`src/rtl/pal_line_padder.sv`:
```
// Inserts synthetic blank lines into each PAL field: after a set number of lines past
// field sync, the VDG is frozen and horizontal sync is generated locally.
//
// state | meaning
// IDLE  | pass-through, waiting for a field sync edge
// COUNT | counting HSb falling edges after field sync
// PAD   | VDG frozen, synthetic lines with local sync pulses
module pal_line_padder #(
  parameter int LINE_CLKS  = 228,
  parameter int SYNC_CLKS  = 17,
  parameter int SKIP_LINES = 24,
  parameter int PAD_LINES  = 25
) (
  input  logic VCLK,
  input  logic RST,
  input  logic Format,
  input  logic HSb,
  input  logic FSb,
  output logic NHSb,
  output logic CLKEN,
  output logic LUMAC,
  output logic LPulse,
  output logic PADDING,
  output logic PAD_DONE
);

  typedef enum logic [1:0] {IDLE, COUNT, PAD} state_t;

  localparam int TW = $clog2(LINE_CLKS);
  localparam int PW = (PAD_LINES > 1) ? $clog2(PAD_LINES) : 1;
  localparam int LW = (SKIP_LINES > 1) ? $clog2(SKIP_LINES) : 1;

  state_t        state;
  logic [2:0]    hs_sync;
  logic [2:0]    fs_sync;
  logic [TW-1:0] timer;
  logic [PW-1:0] pad_cnt;
  logic [LW-1:0] line_cnt;
  logic          done_pend;
  logic          hs_fall;
  logic          fs_fall;
  logic          pad_active;
  logic          sync_low;

  assign hs_fall    = hs_sync[2] & ~hs_sync[1];
  assign fs_fall    = fs_sync[2] & ~fs_sync[1];
  // Format and a new field both end padding on the very next output update.
  assign pad_active = (state == PAD) && !Format && !fs_fall;
  assign sync_low   = pad_active && (timer < TW'(SYNC_CLKS));

  always_ff @(posedge VCLK or posedge RST) begin
    if (RST) begin
      hs_sync <= '1;
      fs_sync <= '1;
    end else begin
      hs_sync <= {hs_sync[1:0], HSb};
      fs_sync <= {fs_sync[1:0], FSb};
    end
  end

  always_ff @(posedge VCLK or posedge RST) begin
    if (RST) begin
      state     <= IDLE;
      timer     <= '0;
      pad_cnt   <= '0;
      line_cnt  <= '0;
      done_pend <= 1'b0;
    end else begin
      done_pend <= 1'b0;
      if (Format) begin
        state <= IDLE;
      end else if (fs_fall) begin
        state    <= (SKIP_LINES == 0) ? PAD : COUNT;
        line_cnt <= '0;
        timer    <= '0;
        pad_cnt  <= '0;
      end else begin
        case (state)
          COUNT: begin
            if (hs_fall) begin
              if (line_cnt == LW'(SKIP_LINES - 1)) begin
                state   <= PAD;
                timer   <= '0;
                pad_cnt <= '0;
              end else begin
                line_cnt <= line_cnt + 1'b1;
              end
            end
          end
          PAD: begin
            if (timer == TW'(LINE_CLKS - 1)) begin
              timer <= '0;
              if (pad_cnt == PW'(PAD_LINES - 1)) begin
                state     <= IDLE;
                pad_cnt   <= '0;
                done_pend <= 1'b1;
              end else begin
                pad_cnt <= pad_cnt + 1'b1;
              end
            end else begin
              timer <= timer + 1'b1;
            end
          end
          default: ;
        endcase
      end
    end
  end

  // Outputs trail the state by one register so PAD_DONE lands right after PADDING falls.
  always_ff @(posedge VCLK or posedge RST) begin
    if (RST) begin
      NHSb     <= 1'b1;
      CLKEN    <= 1'b1;
      LUMAC    <= 1'b0;
      LPulse   <= 1'b0;
      PADDING  <= 1'b0;
      PAD_DONE <= 1'b0;
    end else begin
      PADDING  <= pad_active;
      CLKEN    <= !pad_active;
      LUMAC    <= pad_active;
      LPulse   <= sync_low;
      NHSb     <= pad_active ? !sync_low : hs_sync[1];
      PAD_DONE <= done_pend;
    end
  end

endmodule

```
`config.mk`:
```
export PLATFORM = sky130hd
export DESIGN_NAME = pal_line_padder
export DESIGN_NICKNAME = d
export VERILOG_FILES = /design/src/rtl/pal_line_padder.sv
export SDC_FILE = /design/constraint.sdc
export NUM_CORES = 1
export LEC_CHECK = 0
export BUFFER_PORTS_ARGS = -buffer_cell sky130_fd_sc_hd__buf_2
export CAP_MARGIN = 20
export CORE_UTILIZATION = 30
export CTS_CLUSTER_SIZE = 16
export DETAILED_ROUTE_END_ITERATION = 12
export GPL_ROUTABILITY_DRIVEN = 0
export GPL_TIMING_DRIVEN = 0
export PLACE_DENSITY = 0.49
export SLEW_MARGIN = 20
export SYNTH_ARGS = -nofsm -noshare
export SYNTH_HDL_FRONTEND = slang
export SYNTH_SLANG_ARGS = --single-unit
```
`constraint.sdc`:
```
create_clock -name VCLK -period 2.9 [get_ports VCLK]
set_input_delay 0.725 -clock VCLK [delete_from_list [all_inputs] [get_ports VCLK]]
set_output_delay 0.725 -clock VCLK [all_outputs]
set_load 0.05 [all_outputs]
```
==> results of run 1 <==
-- where the power goes --
group / leakage, nW / internal (mW) / switching [mW]
Clock: 0.0510 / 0.189 / 0.160
Combinational: 0.321 / 0.0312 / 0.0708
Sequential: 0.417 / 0.468 / 0.0123
-- logic make-up after synthesis --
kind of cell / share of synthesized area [%]
adder cells (fa/ha/maj): 5.52
AND/OR/NAND/NOR: 23.4
flip-flops: 51.1
buffers and inverters: 4.34
AO/OA/AOI/OAI: 13.4
XOR/XNOR: 2.21
-- through the flow --
step	setup slack, ps	hold WS [ps]	area [um2]
finish	788	354	1810
global route	624	356	1810
CTS	782	356	1810
detailed placement	800	341	1720
global placement	852	336	1720
floorplan	981	331	1590
-- worst max path at each step --
stage / slack [ps] / start / end / cells past startpoint
2_1_floorplan: 980 / state[1]$_DFFE_PP0P_ / pad_cnt[3]$_DFFE_PP0P_ / 8
3_3_place_gp: 850 / state[1]$_DFFE_PP0P_ / pad_cnt[3]$_DFFE_PP0P_ / 8
3_5_place_dp: 800 / state[1]$_DFFE_PP0P_ / pad_cnt[3]$_DFFE_PP0P_ / 8
4_1_cts: 780 / state[1]$_DFFE_PP0P_ / pad_cnt[3]$_DFFE_PP0P_ / 8
5_1_grt: 620 / state[1]$_DFFE_PP0P_ / pad_cnt[3]$_DFFE_PP0P_ / 8
6_report: 790 / state[1]$_DFFE_PP0P_ / pad_cnt[3]$_DFFE_PP0P_ / 8
-- final cells by class --
class / count / area [um2]
buffer: 5 / 23.8
clock buffer: 6 / 82.6
clock inverter: 2 / 10.0
fill: 531 / 3300
inverter: 12 / 45.0
multi-input combinational: 108 / 706
sequential: 32 / 811
tap: 70 / 87.6
timing repair buffer: 9 / 45.0
-- worst max-delay path: stages, from the launching register on --
cell	delay [ps]
dfrtp_1	380
inv_1	80
ha_1	180
and3b_1	160
buf_2	170
a221oi_4	130
or3_4	430
or2_4	280
o31ai_2	210
-- synthesized netlist by cell type (all sizes together), types with 2 or more instances --
cell and count:
dfrtp 24, o21ai 17, nor2 13, inv 12, nand2 12, dfstp 8, nand3 8, ha 7
nand4 6, a21oi 5, xnor2 4, clkbuf 3, nand2b 3, nor3 3, or3 3, a21o 2
and2b 2, and3b 2, and4b 2, buf 2, nor2b 2, nor4 2, nor4b 2, o31ai 2
-- routing by layer --
layer  vias to the layer above  GRT usage [%]  wire (um)
met1                       581           16.9       1510
met5                         -              0          0
li1                        580              -          -
met2                        28           20.9       1440
met4                         0           3.77         23
met3                         5           4.02        116
-- registers in the layout, indices dropped and copies added (netlist names) --
register,flops
PAD_DONE,1
NHSb,1
CLKEN,1
done_pend,1
pad_cnt,5
hs_sync,3
state,2
timer,8
LPulse,1
line_cnt,5
fs_sync,3
PADDING,1
==> key figures, run 1 <==
Status
  • Status: completed

Worst hold path
  • Worst Hold Launch: done_pend$_DFF_PP0_
  • WHS Endpoint: PAD_DONE$_DFF_PP0_
  • Hold Path Class: reg2reg
  • WHS Path Cells: 0

Setup path
  • Kind of critical path: reg2reg
  • CP Capture Type: flip-flop
  • Worst r2r src: state[1]$_DFFE_PP0P_
  • Crit path DAT: 2300 ps
  • Critical path fanouts, max: 10
  • Register-to-Register Path Depth: 8
  • Startpoint types: flip-flop
  • R2r setup slk: 790 ps
  • FF-to-FF End: pad_cnt[3]$_DFFE_PP0P_
  • Worst EP required: 3090 ps

Clock network
  • CTS Root Cell: clkbuf_8
  • Clock Path Buffers: 2
  • Post-CTS setup buffers: 0
  • CTS tree: done
  • Clock Sinks: 32
  • Clk pin slew, worst setup/hold paths: 70 ps
  • CTS buffer count: 5
  • H-tree depth: 2
  • Clk_lat worst skew: 280 ps
  • CTS Hold Bufs: 0
  • Post-CTS sizing: 0

Floorplanning
  • Die width: 74.7 um
  • Die ar.: 5580 um2
  • # rows: 26
  • DIE HEIGHT: 74.7 um
  • Io pins: 11
  • Core Region: 5110 um2
  • Starting Density: 31.0%

Synthesis
  • Netlist cell types: 40
  • Synth warn: 0
  • Area fraction of the dominant cell type after synthesis: 37.9%
  • Synthesized instance count: 157
  • Syn Area/Cell: 10.1 um2
  • Asr flop ratio synth: 100%
  • #FFs+latches synth: 32
  • Part of the Yosys area used for sequential elements: 51.1%
  • Post-synth EDFFs: 0
  • Post-synth top area cell: dfrtp_1
  • Top post-synthesis cells by area: dfrtp_1 38%, dfstp_2 13%, ha_1 5.5%
  • Synth Cell Area: 1590 um2
  • Top FF cell, synth: dfrtp_1
  • Synth Net Count: 169

Global routing
  • Vias in the first global route: 1136
  • Largest net degree at the start of global routing: 33
  • Initial antenna violation count: 0
  • First-pass GRT wire length: 5350 um
  • Tot GR Track Use: 13.0%
  • Gr ovfl total: 0

Routing
  • Via Count: 1194
  • First drt pass iteration count: 4
  • Drt wl/cell: 12.7 um
  • Post-route ant nets: 0
  • First DRT Iteration DRCs: 55
  • Vias per cell: 4.89
  • WL final: 3090 um
  • # DRC: 0

Place
  • I/O Buffers: 9
  • Placed cells: 236
  • Post-DP HPWL: 2250 um

STA
  • RSZ-0062 raised after global routing: no
  • Slew Viols, Final: 0
  • Fin crit period: 2110 ps
  • Hold Vio Cnt, Final: 0
  • Final Setup Violations: 0
  • Max Fclk: 0.474 GHz
  • Setup Skew: 6.93 ps
  • Slew Limit Headroom: 54.6%
  • TNS Setup: 0 ps
  • Least-Margin Pin Slew: 676 ps
  • Fin crit share: 72.8%

Power and ir drop
  • Maximum vdd drop: 0.225 mV
  • Tot Pwr: 0.931 mW
  • Pleak: 0.789 nW
  • P per Cell Area: 514 nW/um2

Run
  • Max-cap check violation count: 0

Cells and area
  • Commonest non-fill, non-tap cell in the layout: dfrtp_1
  • Share of layout cells above drive strength 1: 20.1%
  • Layout Cells excl Fill: 244
  • Number of antenna diodes: 0
  • # nets final: 185
  • Post-layout util: 35.4%
  • Area grow syn2layout: 14.2%
  • Most frequent cells in the layout: 24 x dfrtp_1, 17 x o21ai_0, 13 x nor2_1
Power figures use the tool's default switching activity.
==> inputs of run 2 (changes only) <==
--- a/config.mk
+++ b/config.mk
@@ -12,7 +12,7 @@
 export DETAILED_ROUTE_END_ITERATION = 12
 export GPL_ROUTABILITY_DRIVEN = 0
 export GPL_TIMING_DRIVEN = 0
-export PLACE_DENSITY = 0.49
+export PLACE_DENSITY = 0.51
 export SLEW_MARGIN = 20
 export SYNTH_ARGS = -nofsm -noshare
 export SYNTH_HDL_FRONTEND = slang
==> constraint.sdc (replaced) <==
create_clock -name VCLK -period 1.8 [get_ports VCLK]
set_input_delay 0.45 -clock VCLK [delete_from_list [all_inputs] [get_ports VCLK]]
set_output_delay 0.45 -clock VCLK [all_outputs]
set_load 0.05 [all_outputs]
==> key figures, run 2 (synthesis gave the netlist of run 1 again) <==
Clock network
  • Clk pin slew, worst setup/hold paths: 60 ps (was 70 ps)
  • CTS Root Cell: clkbuf_8 (unchanged)
  • CTS Hold Bufs: 0 (unchanged)
  • H-tree depth: 2 (unchanged)
  • Clock Path Buffers: 2 (unchanged)
  • Clk_lat worst skew: 280 ps (about the same)
  • Clock Sinks: 32 (unchanged)
  • CTS tree: done (unchanged)
  • CTS buffer count: 5 (unchanged)

Setup path
  • Critical path, cell by cell: ha_4 > and4bb_2 > a211oi_4 > or3_4 > or2_4 > o31ai_2 (was inv_1 > ha_1 > and3b_1 > buf_2 > a221oi_4 > or3_4 > or2_4 > o31ai_2)
  • Critical path fanouts, max: 6 (was 10)
  • R2r setup slk: -60 ps (was 790 ps)
  • Worst EP required: 2000 ps (was 3090 ps)
  • CP Capture Type: flip-flop (unchanged)
  • CP max-delay cell: or3_4 (unchanged)
  • Critical path's largest stage delay: 430 ps (about the same)
  • Crit path DAT: 2060 ps (was 2300 ps)
  • Startpoint types: flip-flop (unchanged)
  • Kind of critical path: reg2reg (unchanged)

Place
  • Post-DP HPWL: 2210 um (was 2250 um)
  • Placed cells: 236 (unchanged)
  • I/O Buffers: 9 (unchanged)

Cells and area
  • Commonest non-fill, non-tap cell in the layout: buf_4 (was dfrtp_1)
  • Area of the multi-input gates: 807 um2 (was 706 um2)
  • Number of flip-flops in the largest register: 8 (unchanged)
  • # nets final: 208 (was 185)
  • Top reg by flops: timer (unchanged)
  • Fillers: 492 (was 531)
  • Reg area: 813 um2 (was 811 um2)
  • Number of antenna diodes: 0 (unchanged)
  • Area grow syn2layout: 33.2% (was 14.2%)
  • Share of layout cells above drive strength 1: 37.1% (was 20.1%)
  • Most frequent cells in the layout: 25 x buf_4, 22 x dfrtp_1, 15 x o21ai_0 (was 24 x dfrtp_1, 17 x o21ai_0, 13 x nor2_1)
  • Layout Cells excl Fill: 267 (was 244)
  • Top Registers: timer x8, line_cnt x5, pad_cnt x5 (unchanged)

Floorplanning
  • Die ar.: 5580 um2 (unchanged)
  • Io pins: 11 (unchanged)
  • DIE HEIGHT: 74.7 um (unchanged)
  • Die width: 74.7 um (unchanged)
  • Starting Density: 31.0% (unchanged)
  • Core Region: 5110 um2 (unchanged)
  • # rows: 26 (unchanged)

Routing
  • Max Used Layer: met4 (unchanged)
  • # DRC: 0 (unchanged)
  • Via Count: 1290 (was 1194)
  • Routed length on met2: 1620 um (was 1440 um)
  • Metal1 wirelength: 1720 um (was 1510 um)
  • Drt wl/cell: 13.2 um (was 12.7 um)
  • First drt pass iteration count: 4 (unchanged)
  • Vias per cell: 4.83 (was 4.89)
  • Met3 WL post-DR: 125 um (was 116 um)
  • First DRT Iteration DRCs: 91 (was 55)
  • Post-route ant nets: 0 (unchanged)
  • WL final: 3530 um (was 3090 um)

Global routing
  • Gr ovfl total: 0 (unchanged)
  • Largest net degree at the start of global routing: 33 (unchanged)
  • First-pass GRT wire length: 5570 um (was 5350 um)
  • Vias in the first global route: 1219 (was 1136)
  • Initial antenna violation count: 0 (unchanged)
  • Tot GR Track Use: 13.5% (was 13.0%)

Worst hold path
  • Hold Path Class: in2async (was reg2reg)

STA
  • Fin crit period: 1860 ps (was 2110 ps)
  • Max Fclk: 0.537 GHz (was 0.474 GHz)
  • Slew Limit Headroom: 56.2% (was 54.6%)
  • Slew Viols, Final: 0 (unchanged)
  • RSZ-0062 raised after global routing: yes (was no)
  • TNS Setup: -100 ps (was 0 ps)
  • Final WS setup: -61.8 ps (was 788 ps)
  • Setup Skew: 3.95 ps (was 6.93 ps)
  • Final Setup Violations: 2 (was 0)
  • Hold Vio Cnt, Final: 0 (unchanged)
  • Fin crit share: 103% (was 72.8%)
  • Least-Margin Pin Slew: 655 ps (was 676 ps)

Status
  • Failing checks: setup timing
  • Status: finished with violations (was completed)

Power and ir drop
  • Pleak: 0.920 nW (was 0.789 nW)
  • P per Cell Area: 803 nW/um2 (was 514 nW/um2)
  • Maximum vdd drop: 0.378 mV (was 0.225 mV)

Run
  • Max-cap check violation count: 0 (unchanged)
run 2: power breakdown:
group / total [mW] / switching, mW / internal (mW)
Sequential: 0.774 / 0.0208 / 0.753
Clock: 0.669 / 0.259 / 0.410
Combinational: 0.253 / 0.145 / 0.108
Total: 1.70 / 0.425 / 1.27
run 2: area by class of cell:
class | count | share of cell area (%)
Sequential cell | 32 | 38.5
Multi-Input combinational cell | 108 | 38.2
Timing Repair Buffer | 34 | 11.2
Tap cell | 70 | 4.15
Clock buffer | 6 | 3.44
Inverter | 12 | 2.13
Clock inverter | 2 | 1.66
Buffer | 3 | 0.711
run 2: path summary, 6_finish.rpt:
kind                                       from                       to  cells past startpoint
setup / recovery           timer[0]$_DFFE_PP0P_   pad_cnt[3]$_DFFE_PP0P_                      6
hold / removal                              RST  line_cnt[0]$_DFFE_PP0P_                      2
setup reg to reg           timer[0]$_DFFE_PP0P_   pad_cnt[3]$_DFFE_PP0P_                      6
hold reg to reg             done_pend$_DFF_PP0_       PAD_DONE$_DFF_PP0_                      0
max in group asynchronous                   RST     timer[2]$_DFFE_PP0P_                      2
min in group VCLK                           FSb     fs_sync[0]$_DFF_PP1_                      1
run 2: metrics by stage:
step / total power, mW / setup WS, ps / util (%) / hold WS [ps] / area [um2]
after floorplan: 0.910 / -52.2 / - / 331 / 1590
after global placement: 0.948 / -249 / 33.8 / 340 / 1730
after detailed placement: 0.953 / -257 / 33.8 / 339 / 1730
after CTS: 1.68 / -44.6 / 39.6 / 252 / 2020
after global routing: 1.78 / -131 / 41.4 / 249 / 2110
final: 1.70 / -61.8 / 41.4 / 253 / 2110
run 2: per-layer routing:
layer / GRT usage, % / up-vias
li1: - / 630
met1: 17.9 / 626
met2: 19.7 / 26
met3: 3.48 / 8
met4: 8.39 / 0
met5: 0 / -
run 2: critical path, delay by kind of cell (launching register included):
| kind | cells | cell delay [ps] |
|---|---|---|
| AOI/OAI and AO/OA | 2 | 240 |
| adders and majority gates | 1 | 150 |
| and+or+nand+nor | 3 | 980 |
| DFF | 1 | 410 |
run 2: what timing repair did:
item | CTS | global route
resized for setup | 14 | 10
setup buffers | 17 | 8
pin swaps | 7 | 9
setup endpoints to repair | 14 | 16
